===== src/rtl/axi_write_burst_sequencer.sv =====
// Write-channel burst sequencer: pops one AW entry, expands it into per-beat
// APB writes paired with W beats, and returns one B response per burst.
module axi_write_burst_sequencer #(
    parameter int ADDR_W = 32,
    parameter int DATA_W = 32,
    parameter int ID_W   = 6
) (
    input  logic                i_clk,
    input  logic                i_rst_n,
    input  logic                i_fifo_empty,
    output logic                o_fifo_rd_en,
    input  logic [ADDR_W-1:0]   i_fifo_addr,
    input  logic [ID_W-1:0]     i_fifo_id,
    input  logic [7:0]          i_fifo_len,
    input  logic [2:0]          i_fifo_size,
    input  logic [1:0]          i_fifo_burst,
    input  logic [2:0]          i_fifo_prot,
    input  logic [DATA_W-1:0]   i_wdata,
    input  logic [DATA_W/8-1:0] i_wstrb,
    input  logic                i_wlast,
    input  logic                i_wvalid,
    output logic                o_wready,
    output logic                o_apb_req,
    output logic [ADDR_W-1:0]   o_apb_addr,
    output logic [DATA_W-1:0]   o_apb_wdata,
    output logic [DATA_W/8-1:0] o_apb_strb,
    output logic [2:0]          o_apb_prot,
    input  logic                i_apb_done,
    input  logic                i_apb_err,
    output logic                o_bvalid,
    input  logic                i_bready,
    output logic [ID_W-1:0]     o_bid,
    output logic [1:0]          o_bresp,
    output logic                o_busy
);

    localparam int STRB_W = DATA_W / 8;
    localparam logic [2:0] MAX_SIZE = 3'($clog2(STRB_W));

    localparam logic [1:0] BURST_FIXED = 2'b00;
    localparam logic [1:0] BURST_WRAP  = 2'b10;

    typedef enum logic [2:0] {
        S_IDLE,
        S_POP,
        S_LOAD,
        S_DATA,
        S_XFER,
        S_RESP
    } state_t;

    state_t r_state;
    state_t w_next;

    logic [ADDR_W-1:0] r_addr;
    logic [ID_W-1:0]   r_id;
    logic [7:0]        r_len;
    logic [2:0]        r_size;
    logic [1:0]        r_burst;
    logic [2:0]        r_prot;
    logic [7:0]        r_beat;
    logic              r_err;
    logic              r_illegal;
    logic [DATA_W-1:0] r_wdata;
    logic [STRB_W-1:0] r_wstrb;

    logic              w_illegal;
    logic              w_last_beat;
    logic              w_w_hs;
    logic              w_xfer_done;
    logic [ADDR_W-1:0] w_bytes;
    logic [ADDR_W-1:0] w_mask;
    logic [ADDR_W-1:0] w_incr;
    logic [ADDR_W-1:0] w_next_addr;

    always_comb begin
        w_illegal = 1'b0;
        if (i_fifo_size > MAX_SIZE)   w_illegal = 1'b1;
        if (i_fifo_burst == 2'b11)    w_illegal = 1'b1;
        if (i_fifo_burst == BURST_WRAP) begin
            case (i_fifo_len)
                8'd1, 8'd3, 8'd7, 8'd15: ;
                default: w_illegal = 1'b1;
            endcase
        end
    end

    assign w_last_beat = (r_beat == r_len);
    assign w_w_hs      = (r_state == S_DATA) && i_wvalid;
    // Illegal bursts skip the APB side and leave XFER after a single cycle.
    assign w_xfer_done = (r_state == S_XFER) && (r_illegal || i_apb_done);

    assign w_bytes = ADDR_W'(1) << r_size;
    assign w_mask  = (ADDR_W'({1'b0, r_len} + 9'd1) << r_size) - ADDR_W'(1);
    assign w_incr  = r_addr + w_bytes;

    always_comb begin
        w_next_addr = w_incr;
        if (r_burst == BURST_FIXED)
            w_next_addr = r_addr;
        else if (r_burst == BURST_WRAP)
            w_next_addr = (r_addr & ~w_mask) | (w_incr & w_mask);
    end

    always_ff @(posedge i_clk or negedge i_rst_n) begin
        if (!i_rst_n) r_state <= S_IDLE;
        else          r_state <= w_next;
    end

    always_comb begin
        w_next = r_state;
        case (r_state)
            S_IDLE: if (!i_fifo_empty) w_next = S_POP;
            S_POP:  w_next = S_LOAD;
            S_LOAD: w_next = S_DATA;
            S_DATA: if (i_wvalid) w_next = S_XFER;
            S_XFER: if (w_xfer_done) w_next = w_last_beat ? S_RESP : S_DATA;
            S_RESP: if (i_bready) w_next = S_IDLE;
            default: w_next = S_IDLE;
        endcase
    end

    always_ff @(posedge i_clk or negedge i_rst_n) begin
        if (!i_rst_n) begin
            r_addr    <= '0;
            r_id      <= '0;
            r_len     <= '0;
            r_size    <= '0;
            r_burst   <= '0;
            r_prot    <= '0;
            r_beat    <= '0;
            r_err     <= 1'b0;
            r_illegal <= 1'b0;
            r_wdata   <= '0;
            r_wstrb   <= '0;
        end else begin
            if (r_state == S_LOAD) begin
                r_addr    <= i_fifo_addr;
                r_id      <= i_fifo_id;
                r_len     <= i_fifo_len;
                r_size    <= i_fifo_size;
                r_burst   <= i_fifo_burst;
                r_prot    <= i_fifo_prot;
                r_beat    <= '0;
                r_err     <= w_illegal;
                r_illegal <= w_illegal;
            end
            if (w_w_hs) begin
                r_wdata <= i_wdata;
                r_wstrb <= i_wstrb;
                // WLAST must coincide exactly with the final counted beat.
                if (i_wlast != w_last_beat) r_err <= 1'b1;
            end
            if (w_xfer_done) begin
                if (!r_illegal && i_apb_err) r_err <= 1'b1;
                r_addr <= w_next_addr;
                if (!w_last_beat) r_beat <= r_beat + 8'd1;
            end
        end
    end

    // The pop strobe is a decode of the state register so it is one cycle
    // wide and low during reset; FIFO data is then valid in LOAD.
    assign o_fifo_rd_en = (r_state == S_POP);
    assign o_wready     = (r_state == S_DATA);
    assign o_apb_req    = (r_state == S_XFER) && !r_illegal;
    assign o_apb_addr   = r_addr;
    assign o_apb_wdata  = r_wdata;
    assign o_apb_strb   = r_wstrb;
    assign o_apb_prot   = r_prot;
    assign o_bvalid     = (r_state == S_RESP);
    assign o_bid        = r_id;
    assign o_bresp      = ((r_state == S_RESP) && r_err) ? 2'b10 : 2'b00;
    assign o_busy       = (r_state != S_IDLE);

endmodule


===== config.mk =====
export PLATFORM = sky130hd
export DESIGN_NAME = axi_write_burst_sequencer
export DESIGN_NICKNAME = d
export VERILOG_FILES = /design/src/rtl/axi_write_burst_sequencer.sv
export SDC_FILE = /design/constraint.sdc
export NUM_CORES = 1
export LEC_CHECK = 0
export ABC_AREA = 0
export CAP_MARGIN = 15
export CORE_MARGIN = 2
export CORE_UTILIZATION = 40
export CTS_CLUSTER_SIZE = 30
export DETAILED_ROUTE_END_ITERATION = 8
export GPL_TIMING_DRIVEN = 1
export PLACE_DENSITY = 0.76
export SLEW_MARGIN = 0
export SYNTH_ARGS = -nofsm -noshare
export SYNTH_HDL_FRONTEND = slang
export SYNTH_SLANG_ARGS = --single-unit

===== constraint.sdc =====
create_clock -name i_clk -period 8.7 [get_ports i_clk]
set_input_delay 1.74 -clock i_clk [delete_from_list [all_inputs] [get_ports i_clk]]
set_output_delay 1.74 -clock i_clk [all_outputs]
set_load 0.1 [all_outputs]

==> impl_metrics.env <==
export IMPL_avgViaCountPerCell=5.73
export IMPL_cp_start_kind="flip-flop"
export IMPL_wirelength_mm=20.6
export IMPL_post_route_period_util_pct=49.6
export IMPL_path_cells="nor2_1 > nand2_1 > nor2_1 > clkdlybuf4s50_1"
export IMPL_clockBufferDepth=2
export IMPL_die_h_um=136
export IMPL_final_cell_count_no_fill=1164
export IMPL_synth_edf_count=0
export IMPL_die_area_um2=18400
export IMPL_initial_core_util_pct=40.6
export IMPL_grt_overflow_total=0
export IMPL_status="complete, no violations"
export IMPL_cp_arrival_ns=2.58
export IMPL_syn_area_um2=6940
export IMPL_drt_pass1_iter_count=5
export IMPL_startpoint="r_state[0]"
export IMPL_path_buf_inv=1
export IMPL_crit_required_ns=6.96
export IMPL_synth_nets=898
export IMPL_clk_pin_slew_ns=0.08
export IMPL_finClkSkew_ns=0.0104
export IMPL_cts_sinks=103
export IMPL_clock_latency_ns=0.36
export IMPL_wl_per_cell_um=17.7
export IMPL_fmax_ghz=0.232
export IMPL_ant_nets=0
export IMPL_ff_latch_area_um2=2580
export IMPL_path_class="flip-flop to output pin"
export IMPL_num_nets_final=1045
export IMPL_slew_headroom_pct=26.0
export IMPL_stdcell_area_um2=9130
export IMPL_setup_ws_ns=4.38
export IMPL_cts_hold_fix_buffers=0
export IMPL_rows=48
export IMPL_post_cts_setup_buffers=0
export IMPL_hp_start="o_apb_prot[2]"
export IMPL_multiInputGateArea_um2=4040
export IMPL_htree_levels=3
export IMPL_maxSlewViolCount=0
export IMPL_grt_usage_pct=22.9
export IMPL_rr_startpoint="r_size[2]"
export IMPL_tns_ns=0
export IMPL_die_w_um=136
export IMPL_slowest_stage="clkdlybuf4s50_1"
export IMPL_rsz0062_at_grt="false"
export IMPL_synth_avg_cell_area_um2=8.82
export IMPL_dpl_instance_area_um2=8820
export IMPL_grt_pass1_vias=6675
export IMPL_pin_count=182
export IMPL_num_vias=6672
export IMPL_hold_viol=0
export IMPL_syn_to_final_growth_pct=31.5
export IMPL_tritoncts_num_buffers=9
export IMPL_drc=0
export IMPL_portBuffers=180
export IMPL_cts_tree="done"
export IMPL_max_slew_worst_pin_slew_ns=1.11
export IMPL_dp_slack_ns=4.08
export IMPL_layout_drive_gt1_share_pct=10.0
export IMPL_grt_max_degree=64
export IMPL_setup_violations=0
export IMPL_place_gp_congestion=0.914
export IMPL_async_flop_share_pct=100
export IMPL_yosys_warnings=0
export IMPL_cts_root_buf="clkbuf_16"
export IMPL_cp_max_fo=13
export IMPL_core_area_um2=17100
export IMPL_ys_types=88
export IMPL_netlist_instances=787
export IMPL_critPathTopFamily="buffers and inverters"
export IMPL_antenna_cells=0
export IMPL_hp_class="flip-flop to flip-flop"
export IMPL_worst_path_most_repeated_cell="nor2_1"
export IMPL_grt_pass1_wl_mm=33.8
export IMPL_max_cap_viol_count=0
export IMPL_drt_iter0_drc=562
export IMPL_dp_cells=1148
export IMPL_nFillCells=1559
export IMPL_seq_area_frac_synth_pct=37.1
export IMPL_synth_seq_cells=103
export IMPL_crit_path_max_incr_delay_ns=1.17
export IMPL_end_kind="output pin"
export IMPL_place_hpwl_mm=14.9
export IMPL_grt_antenna_before_repair=0
export IMPL_period_minus_slack_ns=4.32
export IMPL_cts_resized_gates=0
export IMPL_yosys_most_used_dff="dfrtp_1"
## per-stage QoR
step           hold WS (ns)  util, %
2_1_floorplan         0.476        -
3_3_place_gp          0.456     51.5
3_5_place_dp          0.463     51.5
4_1_cts               0.482     53.3
5_1_grt               0.494     53.3
6_report              0.479     53.3
## cell families (layout without fill, tap and decap cells)
| kind of cell | Yosys count | count (layout) | share of synthesized area (%) |
|---|---|---|---|
| compound gates | 215 | 215 | 21.6 |
| xor+xnor | 30 | 30 | 3.79 |
| fa+ha+maj | 13 | 13 | 2.45 |
| buf+inv | 67 | 219 | 4.83 |
| flops | 103 | 103 | 37.1 |
| mux | 44 | 44 | 7.01 |
| other cells | 1 | 1 | 0.0540 |
| simple gates | 314 | 314 | 23.2 |
## final cells by class
type	count	area share (%)
flip-flops and latches	103	28.2
clock inverters	7	0.946
repair buffers	188	20.4
well taps	225	3.08
clock buffers	9	2.47
multi-input cells	617	44.3
inverters	15	0.617
## worst min-delay path, delay by kind of cell, from the launching register on
family	cells	cell delay (ns)
AND/OR/NAND/NOR	2	0.10
flip-flops	1	0.35
## layer usage
layer	share of wire, %	global-route usage [%]	up-vias	wire [µm]
met1	41	28.8	3185	8540
met3	8.6	6.32	33	1770
met5	0	0	-	0
met2	48	37.9	285	9850
li1	-	-	3169	-
met4	2.1	8.22	0	436
## final timing paths
kind	slack, ns	cells past startpoint	to
worst max-delay path	4.38	4	o_apb_req
worst min-delay path	0.48	2	o_apb_prot[2]
worst max register to register	4.46	12	flip-flop
worst min register to register	0.48	2	o_apb_prot[2]
max in group asynchronous	6.10	2	o_apb_wdata[5]
min in group asynchronous	1.39	1	asynchronous set/reset pin
## synthesized netlist by cell type (4+ instances only)
cell       instances  area, µm²
a21o_1             5       37.5
buf_2              7       35.0
or3_1              5       31.3
a2bb2oi_1          4       35.0
buf_4              6       45.0
nand4_1           14       87.6
o221a_2            4       45.0
ha_1              12        150
and2_1             9       56.3
nor4_1             7       43.8
o211ai_1           7       52.6
a31oi_1            6       37.5
buf_1              4       15.0
nor2b_1            8       50.1
clkbuf_1          28        105
mux2_2            37        417
buf_6              7       78.8
xnor2_1           17        149
nand2b_1          14       87.6
nor3_1             9       45.0
mux2i_1            7       70.1
a21oi_1           60        300
a211oi_1           8       60.1
dfrtp_1          103       2580
o31ai_1            5       37.5
nand3_1           38        190
o21ai_0           48        240
nand3b_1           4       30.0
nor3b_1            5       37.5
inv_1             14       52.6
xor2_1            13        114
o22ai_1           11       68.8
and3_1            12       75.1
nand2_1          115        432
nor2_1            51        191
## cell usage in the layout (no fill, tap or decap), types with 5 or more instances in the layout
master             n
mux2_2            37
mux2i_1            7
nor3_1             9
nand3_1           37
nor2_1            49
a31oi_1            6
a21oi_1           60
nand2b_1          14
and2_1             9
xnor2_1           17
inv_1             14
nand2_1          115
and3_1            12
nor3b_1            5
xor2_1            13
clkdlybuf4s50_1  179
o31ai_1            5
clkbuf_16          9
a21o_1             5
o22ai_1           11
a211oi_1           8
nor2b_1            8
dfrtp_1          103
or3_1              5
ha_1              12
nand4_1           14
o211ai_1           7
o21ai_0           48
nor4_1             7
buf_4              9
Power is not shown: default switching activity piles up to over one toggle a cycle in this logic, so the estimate is an artifact.
